[src/rtl/gate_test_pkg.sv]
// Shared definitions for two-input gate self-test: function codes, FSM states
// and the expected truth table for each supported cell.
package gate_test_pkg;

   localparam logic [2:0] FN_NAND = 3'd0;
   localparam logic [2:0] FN_NOR  = 3'd1;
   localparam logic [2:0] FN_AND  = 3'd2;
   localparam logic [2:0] FN_OR   = 3'd3;
   localparam logic [2:0] FN_XOR  = 3'd4;
   localparam logic [2:0] FN_XNOR = 3'd5;
   localparam logic [2:0] FN_LAST = 3'd5;

   localparam int unsigned NUM_FN = 6;

   typedef enum logic [1:0] {
      ST_IDLE   = 2'd0,
      ST_SETTLE = 2'd1,
      ST_CHECK  = 2'd2,
      ST_DONE   = 2'd3
   } state_e;

   // Bit n of each entry is the expected output for input vector {a,b} == n.
   localparam logic [3:0] TRUTH_TABLE [NUM_FN] = '{
      4'b0111,  // NAND
      4'b0001,  // NOR
      4'b1000,  // AND
      4'b1110,  // OR
      4'b0110,  // XOR
      4'b1001   // XNOR
   };

   function automatic logic expected_y(input logic [2:0] fn, input logic [1:0] vec);
      logic y;
      if (fn <= FN_LAST) begin
         y = TRUTH_TABLE[fn][vec];
      end else begin
         y = 1'b0;
      end
      return y;
   endfunction

endpackage

[src/rtl/gate_expect.sv]
// Combinational truth-table lookup: expected output of the selected 2-input cell.
// Illegal function codes yield 0.
module gate_expect
   import gate_test_pkg::*;
(
   input  logic [2:0] func_sel_i,
   input  logic       a_i,
   input  logic       b_i,
   output logic       y_o
);

   // Table lookup for the selected function and input vector
   always_comb begin
      y_o = expected_y(func_sel_i, {a_i, b_i});
   end

endmodule

[src/rtl/gate_selftest_ctrl.sv]
// Sequencer that drives all four input vectors into a 2-input gate, checks each
// settled output against the selected truth table and reports pass/fail.
module gate_selftest_ctrl
   import gate_test_pkg::*;
#(
   parameter int unsigned SETTLE_CYCLES = 2,
   parameter int unsigned CNT_W         = 8
) (
   input  logic       clk,
   input  logic       rst,
   input  logic       start,
   input  logic [2:0] func_sel,
   input  logic       gate_y,
   output logic       gate_a,
   output logic       gate_b,
   output logic       busy,
   output logic       done,
   output logic       pass,
   output logic [2:0] err_count,
   output logic       first_fail_valid,
   output logic [1:0] first_fail_vec,
   output logic       cfg_err
);

   if (SETTLE_CYCLES < 1 || SETTLE_CYCLES > 255 || CNT_W < 1 || CNT_W > 31 ||
       SETTLE_CYCLES > (1 << CNT_W)) begin : g_bad_settle
      $error("gate_selftest_ctrl: SETTLE_CYCLES must be 1..255 and fit in CNT_W bits");
   end

   localparam logic [CNT_W-1:0] SETTLE_LAST = CNT_W'(SETTLE_CYCLES - 1);

   state_e           state_q, state_d;
   logic [2:0]       func_q, func_d;
   logic [1:0]       vec_q, vec_d;
   logic [CNT_W-1:0] cnt_q, cnt_d;
   logic [2:0]       err_q, err_d;
   logic             ffv_q, ffv_d;
   logic [1:0]       ffvec_q, ffvec_d;
   logic             pass_q, pass_d;
   logic             done_q, done_d;
   logic             cfg_err_q, cfg_err_d;
   logic             busy_q, busy_d;
   logic [1:0]       gate_q, gate_d;
   logic             exp_y_s;
   logic             mismatch_s;

   gate_expect u_expect (
      .func_sel_i (func_q),
      .a_i        (vec_q[1]),
      .b_i        (vec_q[0]),
      .y_o        (exp_y_s)
   );

   // X or Z on the gate output must never be taken as a correct level.
   assign mismatch_s = (gate_y !== exp_y_s);

   // Next-state, result update and registered-output decode
   always_comb begin
      state_d   = state_q;
      func_d    = func_q;
      vec_d     = vec_q;
      cnt_d     = cnt_q;
      err_d     = err_q;
      ffv_d     = ffv_q;
      ffvec_d   = ffvec_q;
      pass_d    = pass_q;
      cfg_err_d = 1'b0;

      case (state_q)
         ST_IDLE: begin
            if (start) begin
               if (func_sel <= FN_LAST) begin
                  func_d  = func_sel;
                  err_d   = 3'd0;
                  ffv_d   = 1'b0;
                  ffvec_d = 2'd0;
                  pass_d  = 1'b0;
                  vec_d   = 2'd0;
                  cnt_d   = '0;
                  state_d = ST_SETTLE;
               end else begin
                  cfg_err_d = 1'b1;
               end
            end else begin
               state_d = ST_IDLE;
            end
         end
         ST_SETTLE: begin
            cnt_d = cnt_q + CNT_W'(1);
            if (cnt_q == SETTLE_LAST) begin
               state_d = ST_CHECK;
            end else begin
               state_d = ST_SETTLE;
            end
         end
         ST_CHECK: begin
            if (mismatch_s) begin
               err_d = err_q + 3'd1;
               if (!ffv_q) begin
                  ffv_d   = 1'b1;
                  ffvec_d = vec_q;
               end else begin
                  ffv_d = ffv_q;
               end
            end else begin
               err_d = err_q;
            end
            // pass is loaded on DONE entry so it is valid alongside done.
            if (vec_q == 2'd3) begin
               pass_d  = (err_d == 3'd0);
               state_d = ST_DONE;
            end else begin
               vec_d   = vec_q + 2'd1;
               cnt_d   = '0;
               state_d = ST_SETTLE;
            end
         end
         ST_DONE: begin
            state_d = ST_IDLE;
         end
         default: begin
            state_d = ST_IDLE;
         end
      endcase

      done_d = (state_d == ST_DONE);
      busy_d = (state_d != ST_IDLE);
      if (state_d == ST_IDLE) begin
         gate_d = 2'b00;
      end else begin
         gate_d = vec_d;
      end
   end

   // State and result registers with synchronous reset
   always_ff @(posedge clk) begin
      if (rst) begin
         state_q   <= ST_IDLE;
         func_q    <= 3'd0;
         vec_q     <= 2'd0;
         cnt_q     <= '0;
         err_q     <= 3'd0;
         ffv_q     <= 1'b0;
         ffvec_q   <= 2'd0;
         pass_q    <= 1'b0;
         done_q    <= 1'b0;
         cfg_err_q <= 1'b0;
         busy_q    <= 1'b0;
         gate_q    <= 2'b00;
      end else begin
         state_q   <= state_d;
         func_q    <= func_d;
         vec_q     <= vec_d;
         cnt_q     <= cnt_d;
         err_q     <= err_d;
         ffv_q     <= ffv_d;
         ffvec_q   <= ffvec_d;
         pass_q    <= pass_d;
         done_q    <= done_d;
         cfg_err_q <= cfg_err_d;
         busy_q    <= busy_d;
         gate_q    <= gate_d;
      end
   end

   assign gate_a           = gate_q[1];
   assign gate_b           = gate_q[0];
   assign busy             = busy_q;
   assign done             = done_q;
   assign pass             = pass_q;
   assign err_count        = err_q;
   assign first_fail_valid = ffv_q;
   assign first_fail_vec   = ffvec_q;
   assign cfg_err          = cfg_err_q;

endmodule
[config.mk]
export PLATFORM = sky130hd
export DESIGN_NAME = gate_selftest_ctrl
export DESIGN_NICKNAME = d
export VERILOG_FILES = /design/src/rtl/gate_test_pkg.sv /design/src/rtl/gate_expect.sv /design/src/rtl/gate_selftest_ctrl.sv
export SDC_FILE = /design/constraint.sdc
export NUM_CORES = 1
export LEC_CHECK = 0
export ABC_AREA = 0
export BUFFER_PORTS_ARGS = -buffer_cell sky130_fd_sc_hd__buf_2
export CORE_ASPECT_RATIO = 0.75
export CORE_MARGIN = 3
export CORE_UTILIZATION = 40
export CTS_BUF_LIST = sky130_fd_sc_hd__clkbuf_8
export DETAILED_ROUTE_END_ITERATION = 8
export HOLD_SLACK_MARGIN = 0.06
export PLACE_DENSITY = 0.68
export SYNTH_ARGS = -nofsm -noshare
export SYNTH_HDL_FRONTEND = slang
export SYNTH_SLANG_ARGS = --single-unit
[constraint.sdc]
create_clock -name clk -period 2.74 [get_ports clk]
set_input_delay 0 -clock clk [delete_from_list [all_inputs] [get_ports clk]]
set_output_delay 0 -clock clk [all_outputs]
set_load 0.01 [all_outputs]
==> run summary <==
Hold Buf Count CTS: 3
Clk buf depth: 2
Antenna Nets Post-Route: 0
Min-Delay Path Class: primary input to register
VDD IR-drop max: 0.2051 mV
Starting density of the core: 43.08%
Grt total ovfl: 0
Number of inserted diodes: 0
Die area: 3981 µm²
CTS resizes: 0
PnR worst setup slack: 0.4632 ns
Die width: 71.86 µm
Vias per inst: 5.306
Sequential share of the synthesized area: 41.54%
Crit start category: register
First-pass GRT wire length: 5.057 mm
FFs w/ async S/R, synth: 0%
Final GP Congestion: 0.8285
Sink Count: 27
# Post-CTS Setup Buffers: 0
Routed WL: 2.850 mm
Core ar.: 3020 µm²
Site row count: 17
Avg WL per Cell: 13.64 µm
Post-Synthesis Cells: 150
Num CTS Buffers: 3
Outcome: finished clean
Detailed Routing Iterations Pass 1: 4
CP Class: register to register
Cell area after synthesis: 1301 µm²
Gr busiest metal: met2
Clock Latency Late Sink: 0.27 ns
CTS clk-pin slew, worst paths: 0.09 ns
Yosys warning count: 0
Vias: 1,109
PwrDens: 479.0 nW/µm²
Post-synthesis average cell area: 8.675 µm²
Final setup vio count: 0
Synth cell types: 45
H-tree levels: 1
GRT met1 Usage: 21.20%
Initial DRC Count: 128
Area Growth Syn to Fin: 14.52%
Crit share post-route: 83.09%
Root buffer cell: clkbuf_8
P_leak: 0.6016 nW
Setup Skew: 0.005446 ns
Initial antenna violation count: 0
CTS tree: done
Top cells by area, synth: dfxtp_1 42%, nand2_1 6.1%, a21oi_1 5.4%
Post-DP HPWL: 2.095 mm
Final-report max-slew violation count: 0
EDFF count, synth: 0
Yosys top cell by area: dfxtp_1
Minimum clock period after layout: 2.277 ns
Hold slack final: 0.1301 ns
Synth top area share: 41.54%
RSZ-0062 raised after global routing: no
Mapped Nets: 160
Crit Path Max Fanout: 14
Number of global-route vias before repair: 1,079
Max-cap viol count: 0
Slew HR: 69.34%
Worst-Margin Slew: 0.4590 ns
Io pins: 19
WP data arrival: 2.45 ns
Layout cells sized above 1: 17.54%
Number of port buffers: 18
Met2 Use GR: 25.00%
Post-layout nets: 182
Critical Path RT: 2.92 ns
Ys flop type: dfxtp_1
Post-Route Utilization: 49.34%
Largest net degree at the start of global routing: 24
CP Capture Type: register
Fmax: 0.4392 GHz
Number of synthesized register bits: 27
Setup TNS: 0 ns
Dpl ws: 0.4731 ns
PnR Total Power: 0.7138 mW
Hold Vio Cnt, Final: 0
Die Y: 55.40 µm
DRC viols: 0
Total GRT Usage: 15.75%
M3 GR Usage: 3.636%
==> cell usage after synthesis, drive strengths merged, types with 3 or more instances <==
library cell  number
o21ai              3
a21oi             15
nand2             21
nor2b              3
nor2              13
inv                5
or3                3
nor3               3
xor2               6
nand3              9
dfxtp             27
ha                 3
==> worst max-delay path: stages (launching register included) <==
cell      delay [ns]
dfxtp_1         0.44
or3b_1          0.43
a211oi_2        0.25
a21oi_2         0.12
or4_1           0.52
o311a_1         0.15
o41ai_2         0.28
==> power by group <==
part	internal, mW	switching, mW
combinational	0.0347	0.0515
clock	0.100	0.116
sequential	0.401	0.0109
==> layer usage <==
layer	vias up	wire, µm
met3	4	118
met1	504	1402
li1	575	-
met4	0	28
met5	-	0
met2	26	1301
==> kinds of logic (layout without fill, tap and decap cells) <==
logic type	after synthesis	count (layout)	share of synthesized area, %
AOI/OAI and AO/OA	33	33	17.50
xor gates and xnor gates	7	7	4.712
adders and majority gates	3	3	2.885
buffers and inverters	9	30	3.269
DFF	27	27	41.54
muxes	3	3	2.500
and+or+nand+nor	68	68	27.60
==> sequential cells by signal, summed over array words and instances, names as in the netlist <==
signal	flops
busy	1
func_q	3
first_fail_valid	1
cnt_q	8
pass	1
state_q	2
vec_q	2
done	1
cfg_err	1
first_fail_vec	2
err_count	3
gate_q	2
==> worst paths after layout <==
kind | startpoint | to | slack [ns] | depth (start not counted)
worst max register to register | vec_q[1] | pass | 0.46 | 6
worst min-delay path | start | cfg_err | 0.13 | 3
worst min register to register | first_fail_vec[0] | first_fail_vec[0] | 0.49 | 1
worst max-delay path | vec_q[1] | pass | 0.46 | 6
==> area by class of cell <==
| cell class | count | area, µm² |
|---|---|---|
| fillers | 301 | 1530 |
| multi-input cells | 114 | 718.2 |
| flip-flops and latches | 27 | 540.5 |
| repair buffers | 21 | 120.1 |
| well taps | 38 | 47.55 |
| clock buffers | 3 | 41.29 |
| inverters | 5 | 18.77 |
| clock inverters | 1 | 3.754 |
==> placed cells by master (no fill, tap or decap), drive strengths merged, types with 3 or more instances in the layout <==
| cell type | synthesis | final |
|---|---|---|
| dfxtp | 27 | 27 |
| nand2 | 21 | 21 |
| buf | 2 | 18 |
| a21oi | 15 | 15 |
| nor2 | 13 | 13 |
| nand3 | 9 | 9 |
| inv | 5 | 6 |
| xor2 | 6 | 6 |
| nor2b | 3 | 3 |
| o21ai | 3 | 3 |
| or3 | 3 | 3 |
| ha | 3 | 3 |
| clkbuf | 2 | 3 |
| dlygate4sd3 | 0 | 3 |
| nor3 | 3 | 3 |
==> stage by stage <==
step,std cells,area (µm²)
5_1_grt,209,1490
6_report,209,1490
2_1_floorplan,150,1301
3_3_place_gp,202,1415
3_5_place_dp,202,1415
4_1_cts,209,1490
Power figures use the tool's default switching activity.
